--- config.mk ---
export PLATFORM = sky130hd
export DESIGN_NAME = coef_mul_pipe
export DESIGN_NICKNAME = d
export VERILOG_FILES = /design/src/rtl/kyber_pkg.sv /design/src/rtl/coef_mul_pipe_stage.sv /design/src/rtl/coef_mul_pipe.sv
export SDC_FILE = /design/constraint.sdc
export NUM_CORES = 1
export LEC_CHECK = 0
export CAP_MARGIN = 20
export CORE_MARGIN = 2
export CORE_UTILIZATION = 37
export CTS_CLUSTER_DIAMETER = 60
export DETAILED_ROUTE_END_ITERATION = 7
export MAX_ROUTING_LAYER = met4
export PLACE_DENSITY_LB_ADDON = 0.1
export SLEW_MARGIN = 20
export SYNTH_ARGS = -nofsm -noshare
export SYNTH_HDL_FRONTEND = slang
export SYNTH_HIERARCHICAL = 1
export SYNTH_SLANG_ARGS = --single-unit
--- constraint.sdc ---
create_clock -name clk -period 5.19 [get_ports clk]
set_input_delay 1.038 -clock clk [delete_from_list [all_inputs] [get_ports clk]]
set_output_delay 1.038 -clock clk [all_outputs]
set_load 0.05 [all_outputs]
--- src/rtl/kyber_pkg.sv ---
// kyber_pkg: shared Kyber coefficient constants for the multiply/reduce datapath
package kyber_pkg;

    localparam int KYBER_Q = 3329;
    localparam int COEF_W = 12;
    localparam int PROD_W = 2 * COEF_W;
    localparam logic [15:0] STALL_MAX = 16'hFFFF;

endpackage

--- src/rtl/coef_mul_pipe_stage.sv ---
// pipe_stage: one valid/ready register slice; data only loads when the slice advances with valid input
module pipe_stage
    import kyber_pkg::*;
#(
    parameter int W = PROD_W
) (
    input  logic         clk,
    input  logic         rst,
    input  logic         i_vld,
    output logic         o_rdy,
    input  logic [W-1:0] i_data,
    output logic         o_vld,
    input  logic         i_rdy,
    output logic [W-1:0] o_data
);

    logic         r_vld;
    logic [W-1:0] r_data;
    logic         w_adv;

    assign w_adv  = ~r_vld | i_rdy;
    assign o_rdy  = w_adv;
    assign o_vld  = r_vld;
    assign o_data = r_data;

    // Slice register: refill when empty or when the successor takes the current word
    always_ff @(posedge clk) begin
        if (rst) begin
            r_vld  <= 1'b0;
            r_data <= '0;
        end else if (w_adv) begin
            r_vld <= i_vld;
            if (i_vld) r_data <= i_data;
        end
    end

endmodule

--- src/rtl/coef_mul_pipe.sv ---
// coef_mul_pipe: two-stage unreduced coefficient multiplier (S1 operands, S2 product); COEF_MUL_STALL_CNT_EN adds a saturating backpressure counter
module coef_mul_pipe
    import kyber_pkg::*;
#(
    parameter int DW = COEF_W,
    parameter int PW = PROD_W
) (
    input  logic          clk,
    input  logic          rst,
    input  logic          in_vld,
    output logic          in_rdy,
    input  logic [DW-1:0] a,
    input  logic [DW-1:0] b,
    output logic          out_vld,
    input  logic          out_rdy,
`ifdef COEF_MUL_STALL_CNT_EN
    output logic [PW-1:0] prod,
    output logic [15:0]   stall_cnt
`else
    output logic [PW-1:0] prod
`endif
);

    logic            w_s1_rdy;
    logic            w_s1_vld;
    logic [2*DW-1:0] w_s1_data;
    logic            w_s2_rdy;
    logic [PW-1:0]   w_prod;

    // Input is refused during reset so nothing can slip in on the reset edge
    assign in_rdy = w_s1_rdy & ~rst;

    // Operands are zero-extended to the product width so the full product is kept
    assign w_prod = PW'(w_s1_data[2*DW-1:DW]) * PW'(w_s1_data[DW-1:0]);

    pipe_stage #(.W(2 * DW)) u_s1 (
        .clk    (clk),
        .rst    (rst),
        .i_vld  (in_vld),
        .o_rdy  (w_s1_rdy),
        .i_data ({a, b}),
        .o_vld  (w_s1_vld),
        .i_rdy  (w_s2_rdy),
        .o_data (w_s1_data)
    );

    pipe_stage #(.W(PW)) u_s2 (
        .clk    (clk),
        .rst    (rst),
        .i_vld  (w_s1_vld),
        .o_rdy  (w_s2_rdy),
        .i_data (w_prod),
        .o_vld  (out_vld),
        .i_rdy  (out_rdy),
        .o_data (prod)
    );

`ifdef COEF_MUL_STALL_CNT_EN
    logic [15:0] r_stall_cnt;

    assign stall_cnt = r_stall_cnt;

    // Count edges where a product is waiting but downstream refuses it, saturating at all-ones
    always_ff @(posedge clk) begin
        if (rst) r_stall_cnt <= '0;
        else if (out_vld && !out_rdy && r_stall_cnt != STALL_MAX) r_stall_cnt <= r_stall_cnt + 16'd1;
    end
`else
`endif

endmodule

==> reports/summary.txt, run 1 <==
STATUS
--------------------------------------------------------------------------------
Outcome                                                             finished, final reports clean

FINISH
--------------------------------------------------------------------------------
N_diodes                                                                       0
Final standard cell utilization of the core                                44.5%
Ratio of cells with drive above 1 in the final layout                      16.9%
Non-filler cells in the finished layout                                     1120
Layout Nets                                                                 1049
Synth-to-Final Area Change                                                 17.2%

CLOCK TREE
--------------------------------------------------------------------------------
CTS Hold Bufs                                                                  0
Insertion delay of the later-clocked pin in the worst-skew pair          0.31 ns
Number of CTS-inserted buffers                                                 5
CTS max path bufs                                                              2
Clock slew at reported path FFs                                          0.07 ns
Clk Tree Root Cell                                                  sky130_fd_sc_hd__clkbuf_16
Number of levels the H-tree was split into                                     2
CTS sink count                                                                50
TritonCTS clock tree                                                       built

POWER AND IR DROP
--------------------------------------------------------------------------------
Sum of internal, switching and leakage power                             1180 µW
Largest voltage drop on the vdd net                                       109 µV
Power per unit of standard cell area                                  141 mW/mm²
Leak pwr                                                              0.00399 µW

TIMING
--------------------------------------------------------------------------------
Setup repair after global routing missed its margin                           no
Final worst-path setup slack                                            0.202 ns
Setup Viol. Count Final                                                        0
Worst slew margin relative to its limit                                    29.9%
Share of the cycle needed by the critical path after routing               96.1%
Clock skew after layout                                               0.00706 ns
Fin. max-slew vios                                                             0
Post-route minimum period                                                4.99 ns
Final hold viol count                                                          0
Setup total negative slack                                                  0 ns
Achievable Freq                                                          200 MHz
Slew of the pin with the lowest slew margin                              1.05 ns

HOLD PATH
--------------------------------------------------------------------------------
Worst Hold Depth                                                               2
Hold endpoint                                                       u_s2/o_data[0]
Launch instance of the worst min-delay path                         u_s2/o_data[0]
Tightest Hold Check Type                                              reg -> reg

SYNTHESIS
--------------------------------------------------------------------------------
Cell types with the largest area share after synthesis              sky130_fd_sc_hd__fa_1 (28%), sky130_fd_sc_hd__dfxtp_1 (14%), sky130_fd_sc_hd__ha_1 (11%)
Number of instances in the synthesized netlist                               808
Yosys Warn Count                                                               6
Area share of the largest cell type after synthesis                        28.0%
Number of distinct library cells after synthesis                              45
Most instantiated flip-flop cell in the synthesis netlist           sky130_fd_sc_hd__dfxtp_1
Cell with the most instances after synthesis                        sky130_fd_sc_hd__inv_1
Number of flops mapped to enable cells by yosys                                0
Most instantiated cells after synthesis                             sky130_fd_sc_hd__inv_1 (146), sky130_fd_sc_hd__nand2_1 (102), sky130_fd_sc_hd__fa_1 (100), sky130_fd_sc_hd__ha_1 (62), sky130_fd_sc_hd__and2_1 (54)
Synth Area per Inst                                                     8.85 µm²
Count of state elements after synthesis                                       50
Async set-or-reset flop fraction in the synthesized netlist                   0%
Synth area leader                                                   sky130_fd_sc_hd__fa_1
Seq/Total Area, Yosys                                                      14.0%
Post-Synthesis Net Count                                                     998
Post-Synthesis Cell Area                                             0.00715 mm²

WORST SETUP PATH
--------------------------------------------------------------------------------
Endpoint class of the critical path                                     register
Setup slack of the most critical reg-to-reg path                         0.20 ns
Reg2Reg Depth                                                                 18
Worst Path Arrival                                                       5.23 ns
Worst endpoint required time                                             5.43 ns
Worst R2R End                                                       u_s2/o_data[23]
Kind of critical path                                                 reg -> reg
Reg-to-Reg Start                                                    u_s1/o_data[6]
Category of the worst setup path launch point                           register
Maximum fanout count along the critical path                                   6

PLACED DESIGN
--------------------------------------------------------------------------------
Setup slack at placement                                              -0.0798 ns
Cell count after placement                                                  1105
RePlAce Congestion                                                         0.874
Final HPWL from detailed placement                                       13.6 mm
IO buf count                                                                  53

DRT
--------------------------------------------------------------------------------
First-pass iteration count of the detailed router                              4
Per-cell via count in the routed design                                     4.85
Number of DRC violations after detailed-routing iteration 0                  271
DR DRC count                                                                   0
Detailed Route WL                                                        17.3 mm
Number of vias in the routed layout                                         5435
Wirelength per Cell                                                      15.5 µm
Antenna Violating Nets Remaining                                               0

GRT
--------------------------------------------------------------------------------
Total Routing Usage GR                                                     18.9%
Via count of the first global-routing pass                                  5952
Total congestion overflow after global routing                                 0
Maximum number of pins on one net before global-route repair                  51
Number of antenna violations at the first check in global routing              0
Wire length of the first global-routing pass                             29.6 mm

DIE
--------------------------------------------------------------------------------
Area of the die                                                       0.0205 mm²
Horizontal extent of the die                                              143 µm
Chip height                                                               143 µm
Standard-cell row count                                                       50
I/O pin cnt                                                                   54
Initial Util                                                               38.0%
Placeable core area                                                   0.0188 mm²

RUN
--------------------------------------------------------------------------------
Number of max-capacitance violations reported                                  0

## layout make-up
class                      count  area (µm²)
fill                        1884       10400
multi-input combinational    557        5450
sequential                    50        1040
timing repair buffer          99         870
inverter                     146         548
tap                          260         325
clock buffer                   6         139
clock inverter                 2        17.5
## how the worst max path moves through the flow
stage | cells after the start | slack (ns) | to | start
global placement | 20 | -0.1 | u_s2/o_data[21] | u_s1/o_data[5]
floorplan | 21 | 0.12 | u_s2/o_data[23] | u_s1/o_data[3]
global route | 16 | 0.006 | u_s2/o_data[23] | u_s1/o_data[10]
finish | 18 | 0.20 | u_s2/o_data[23] | u_s1/o_data[6]
CTS | 17 | 0.01 | u_s2/o_data[23] | u_s1/o_data[8]
detailed placement | 20 | -0.08 | u_s2/o_data[21] | u_s1/o_data[5]
## critical path: stages, from the launching register on
cell and delay [ns]:
sky130_fd_sc_hd__dfxtp_4 0.38, sky130_fd_sc_hd__and2_1 0.18, sky130_fd_sc_hd__fa_1 0.53, sky130_fd_sc_hd__inv_1 0.05, sky130_fd_sc_hd__fa_1 0.53, sky130_fd_sc_hd__inv_1 0.05, sky130_fd_sc_hd__fa_1 0.54, sky130_fd_sc_hd__fa_1 0.50
sky130_fd_sc_hd__inv_1 0.05, sky130_fd_sc_hd__fa_1 0.47, sky130_fd_sc_hd__inv_1 0.06, sky130_fd_sc_hd__ha_4 0.30, sky130_fd_sc_hd__o211ai_2 0.14, sky130_fd_sc_hd__o311ai_4 0.29, sky130_fd_sc_hd__a21oi_2 0.12, sky130_fd_sc_hd__o41ai_2 0.33
sky130_fd_sc_hd__xnor2_1 0.16, sky130_fd_sc_hd__nand3_1 0.10, sky130_fd_sc_hd__a21oi_2 0.15
## layer usage
| layer | global-route usage (%) | wire length, µm |
|---|---|---|
| met3 | 1.81 | 348 |
| met5 | - | 0 |
| met1 | 24.3 | 8210 |
| met4 | 5.11 | 352 |
| met2 | 31.9 | 8420 |
## sequential cells by signal, indices dropped and copies added, names as in the netlist
| name | count |
|---|---|
| u_s2/o_vld | 1 |
| u_s1/o_data | 24 |
| u_s2/o_data | 24 |
| u_s1/o_vld | 1 |
## through the flow
stage	instance area, µm²	hold WS, ns
after global routing	8390	0.607
after global placement	8000	0.572
after detailed placement	8000	0.572
final	8390	0.584
after floorplan	7150	0.574
after CTS	8170	0.588
## power breakdown
| part | total [µW] | switching [µW] | leakage, µW | internal [µW] |
|---|---|---|---|---|
| sequential | 426 | 25.5 | 0.000416 | 401 |
| clock | 369 | 175 | 0.0000770 | 195 |
| combinational | 384 | 218 | 0.00350 | 166 |
## cells in the final DEF (no fill, tap or decap), types with 45 or more instances in the layout
cell	count
sky130_fd_sc_hd__and2_1	53
sky130_fd_sc_hd__inv_1	146
sky130_fd_sc_hd__nand2_1	101
sky130_fd_sc_hd__a21bo_1	48
sky130_fd_sc_hd__ha_1	55
sky130_fd_sc_hd__clkdlybuf4s50_1	51
sky130_fd_sc_hd__a21oi_2	52
sky130_fd_sc_hd__buf_4	45
sky130_fd_sc_hd__fa_1	100
sky130_fd_sc_hd__nand3_1	52
## cell families (layout without fill, tap and decap cells)
| kind of cell | Yosys count | after routing | synth area share (%) |
|---|---|---|---|
| AND/OR/NAND/NOR | 228 | 228 | 15.3 |
| buffers and inverters | 201 | 253 | 11.7 |
| adder cells (fa/ha/maj) | 162 | 162 | 38.8 |
| AO/OA/AOI/OAI | 149 | 149 | 17.9 |
| flip-flops | 50 | 50 | 14.0 |
| XOR/XNOR | 18 | 18 | 2.20 |
## repair_timing
item	in CTS	in global routing
resized for setup	7	41
pin swaps	0	19
endpoints found under the setup margin	3	9
setup buffers	0	7
(Power assumes the default switching activity.)
==> run 2, diff against run 1 <==
--- a/config.mk
+++ b/config.mk
@@ -5,6 +5,7 @@
 export SDC_FILE = /design/constraint.sdc
 export NUM_CORES = 1
 export LEC_CHECK = 0
+export ABC_AREA = 1
 export CAP_MARGIN = 20
 export CORE_MARGIN = 2
 export CORE_UTILIZATION = 37
==> constraint.sdc (replaced) <==
create_clock -name clk -period 5.1 [get_ports clk]
set_input_delay 1.02 -clock clk [delete_from_list [all_inputs] [get_ports clk]]
set_output_delay 1.02 -clock clk [all_outputs]
set_load 0.05 [all_outputs]
==> run 2 against run 1 <==
Compared with the run above:
- flip-flop and latch count unchanged
- global-route usage grew 0.079 points
- cell area shrank 1.0%
==> reports/summary.txt, run 2 <==
SYNTHESIS
-------------------------------------------------------------------------------------
Count of state elements after synthesis                                            50
Most instantiated cells after synthesis                                  sky130_fd_sc_hd__nand2_1 (285), sky130_fd_sc_hd__inv_1 (280), sky130_fd_sc_hd__fa_1 (100), sky130_fd_sc_hd__nor2_1 (65), sky130_fd_sc_hd__a21oi_1 (64)
Number of flops mapped to enable cells by yosys                                     0
Yosys Warn Count                                                                    6
Cell types with the largest area share after synthesis                   sky130_fd_sc_hd__fa_1 (27%), sky130_fd_sc_hd__nand2_1 (15%), sky130_fd_sc_hd__inv_1 (14%)
Synth area leader                                                        sky130_fd_sc_hd__fa_1
Cell with the most instances after synthesis                             sky130_fd_sc_hd__nand2_1
Most instantiated flip-flop cell in the synthesis netlist                sky130_fd_sc_hd__dfxtp_1
Area share of the largest cell type after synthesis                             27.5%
Seq/Total Area, Yosys                                                           13.7%
Async set-or-reset flop fraction in the synthesized netlist                        0%
Synth Area per Inst                                                          6.91 µm²
Number of distinct library cells after synthesis                                   27
Post-Synthesis Net Count                                                         1244
Post-Synthesis Cell Area                                                  0.00728 mm²
Number of instances in the synthesized netlist                                   1054

WORST SETUP PATH
-------------------------------------------------------------------------------------
Largest incremental delay on the critical path                                0.54 ns
Worst endpoint required time                                                  5.31 ns
Endpoint class of the critical path                                          register
Kind of critical path                                                      reg -> reg
Reg-to-Reg Start                                                         u_s1/o_data[22]
Setup slack of the most critical reg-to-reg path                              0.30 ns
Cell chain of the critical path                                          nand2_1 > fa_1 > inv_1 > fa_1 > fa_1 > fa_1 > inv_1 > fa_1 > inv_1 > ha_1 > nand2_1 > inv_1 > a21oi_1 > nand3_2 > nand2_1 > nand2_1 > nand2_1 > nand2_1 > inv_1 > nand3_1 > nand2_1 > nor2_1
Cell with the biggest individual delay on the critical path              sky130_fd_sc_hd__fa_1
Worst Path Arrival                                                            5.01 ns
Maximum fanout count along the critical path                                        6
Most repeated library cell on the critical path                          sky130_fd_sc_hd__nand2_1
Worst R2R End                                                            u_s2/o_data[18]
Reg2Reg Depth                                                                      22
Category of the worst setup path launch point                                register

DIE
-------------------------------------------------------------------------------------
I/O pin cnt                                                                        54
Placeable core area                                                        0.0194 mm²
Initial Util                                                                    37.6%
Horizontal extent of the die                                                   144 µm
Area of the die                                                            0.0208 mm²
Standard-cell row count                                                            51
Chip height                                                                    144 µm

TIMING
-------------------------------------------------------------------------------------
Setup Viol. Count Final                                                             0
Final worst-path setup slack                                                 0.302 ns
Post-route minimum period                                                     4.80 ns
Slew of the pin with the lowest slew margin                                  0.741 ns
Setup total negative slack                                                       0 ns
Clock skew after layout                                                     0.0112 ns
Worst slew margin relative to its limit                                         50.5%
Final hold viol count                                                               0
Final hold slack                                                             0.485 ns
Fin. max-slew vios                                                                  0
Achievable Freq                                                               208 MHz
Share of the cycle needed by the critical path after routing                    94.1%

CLOCK TREE
-------------------------------------------------------------------------------------
Number of levels the H-tree was split into                                          2
TritonCTS clock tree                                                            built
Number of CTS-inserted buffers                                                      5
CTS Hold Bufs                                                                       0
Clk Tree Root Cell                                                       sky130_fd_sc_hd__clkbuf_16
Clock slew at reported path FFs                                               0.07 ns
Insertion delay of the later-clocked pin in the worst-skew pair               0.31 ns
CTS max path bufs                                                                   2
CTS sink count                                                                     50

GRT
-------------------------------------------------------------------------------------
Total congestion overflow after global routing                                      0
Maximum number of pins on one net before global-route repair                       51
Wire length of the first global-routing pass                                  30.5 mm
Total Routing Usage GR                                                          19.0%
Via count of the first global-routing pass                                       6454
Number of antenna violations at the first check in global routing                   0

FINISH
-------------------------------------------------------------------------------------
Ratio of cells with drive above 1 in the final layout                           5.94%
Layout Nets                                                                      1283
Most frequent cells in the layout                                        sky130_fd_sc_hd__nand2_1 (285), sky130_fd_sc_hd__inv_1 (280), sky130_fd_sc_hd__fa_1 (100), sky130_fd_sc_hd__nor2_1 (65), sky130_fd_sc_hd__a21oi_1 (64)
Final standard cell utilization of the core                                     42.8%
N_diodes                                                                            0
Final-layout fill cell count                                                     2128
Post-layout instance area                                                 0.00830 mm²
Synth-to-Final Area Change                                                      13.9%
Most frequent standard cell in the layout excluding fill and tap cells   sky130_fd_sc_hd__nand2_1

HOLD PATH
-------------------------------------------------------------------------------------
Worst Hold Depth                                                                    2
Tightest Hold Check Type                                                   reg -> reg
Launch instance of the worst min-delay path                              u_s2/o_data[15]
Hold endpoint                                                            u_s2/o_data[15]

DRT
-------------------------------------------------------------------------------------
Number of DRC violations after detailed-routing iteration 0                       338
Wirelength per Cell                                                           12.6 µm
Antenna Violating Nets Remaining                                                    0
Number of vias in the routed layout                                              6113
Per-cell via count in the routed design                                          4.50
First-pass iteration count of the detailed router                                   6
DR DRC count                                                                        0
Detailed Route WL                                                             17.1 mm

POWER AND IR DROP
-------------------------------------------------------------------------------------
Power share of the clock group                                                  21.8%
Largest voltage drop on the vdd net                                            125 µV
Internal power component                                                       927 µW
Leak pwr                                                                   0.00489 µW
Switching part of the total                                                     43.1%
Switching power of the nets                                                    702 µW
Proportion of power drawn by flip-flops and latches                             29.1%
Combinational group share of total power                                        49.2%
Power per unit of standard cell area                                       196 mW/mm²

PLACED DESIGN
-------------------------------------------------------------------------------------
RePlAce Congestion                                                              0.885
Final HPWL from detailed placement                                            14.0 mm
IO buf count                                                                       53
Setup slack at placement                                                   0.00984 ns
Cell area after placement                                                 0.00813 mm²

STATUS
-------------------------------------------------------------------------------------
Outcome                                                                  finished, final reports clean

RUN
-------------------------------------------------------------------------------------
Number of max-capacitance violations reported                                       0

[run 2: power by group through the flow]
stage                     combinational (µW)  clock (µW)  sequential, µW
after floorplan                          557           0             508
after global placement                   818           0             482
after detailed placement                 816           0             481
after CTS                                822         364             472
after global routing                     934         379             479
final                                    801         355             474
[run 2: timing repair]
action                                  CTS  global route
endpoints found under the hold margin     0             0
gates resized for setup                   1            15
endpoints found under the setup margin    1            12
buffers inserted                          0             0
[run 2: routing by layer]
layer  share of wire [%]  track usage [%]
met4                 2.4             5.37
met3                 2.2             1.89
met2                  48             31.8
met5                   0                -
met1                  48             24.6
[run 2: cell families (layout without fill, tap and decap cells)]
logic type	after synthesis	count (layout)	synth area share, %
AOI/OAI and AO/OA	70	70	4.93
and+or+nand+nor	432	432	24.3
adders and majority gates	162	162	38.1
buffers and inverters	329	369	17.6
xor gates and xnor gates	11	11	1.32
DFF	50	50	13.7
[run 2: metrics by stage]
step	total power [µW]	std cells
after floorplan	1070	1054
after global placement	1300	1351
after detailed placement	1300	1351
after CTS	1660	1359
after global routing	1790	1359
final	1630	1359
[run 2: area by class of cell]
type                    count  area, µm²  share of cell area, %
repair buffers             80        743                   8.95
multi-input cells         675       5000                   60.3
well taps                 265        332                   3.99
inverters                 281       1050                   12.7
flip-flops and latches     50       1020                   12.3
clock inverters             1       5.00                 0.0603
clock buffers               7        143                   1.72
[run 2: how the worst max path moves through the flow]
stage,from,end,slack [ns]
finish,u_s1/o_data[22],u_s2/o_data[18],0.30
global route,u_s1/o_data[6],u_s2/o_data[22],-0.0003
CTS,u_s1/o_data[18],u_s2/o_data[18],0.10
detailed placement,u_s1/o_data[16],u_s2/o_data[18],0.01
global placement,u_s1/o_data[16],u_s2/o_data[18],-0.03
floorplan,u_s1/o_data[20],u_s2/o_data[19],0.42
[run 2: worst max-delay path: cells and delay by family (launching register included)]
kind            cells  cell delay (ns)
fa+ha+maj           6             2.89
simple gates       10             0.88
flops               1             0.48
buf+inv             5             0.27
compound gates      1             0.18
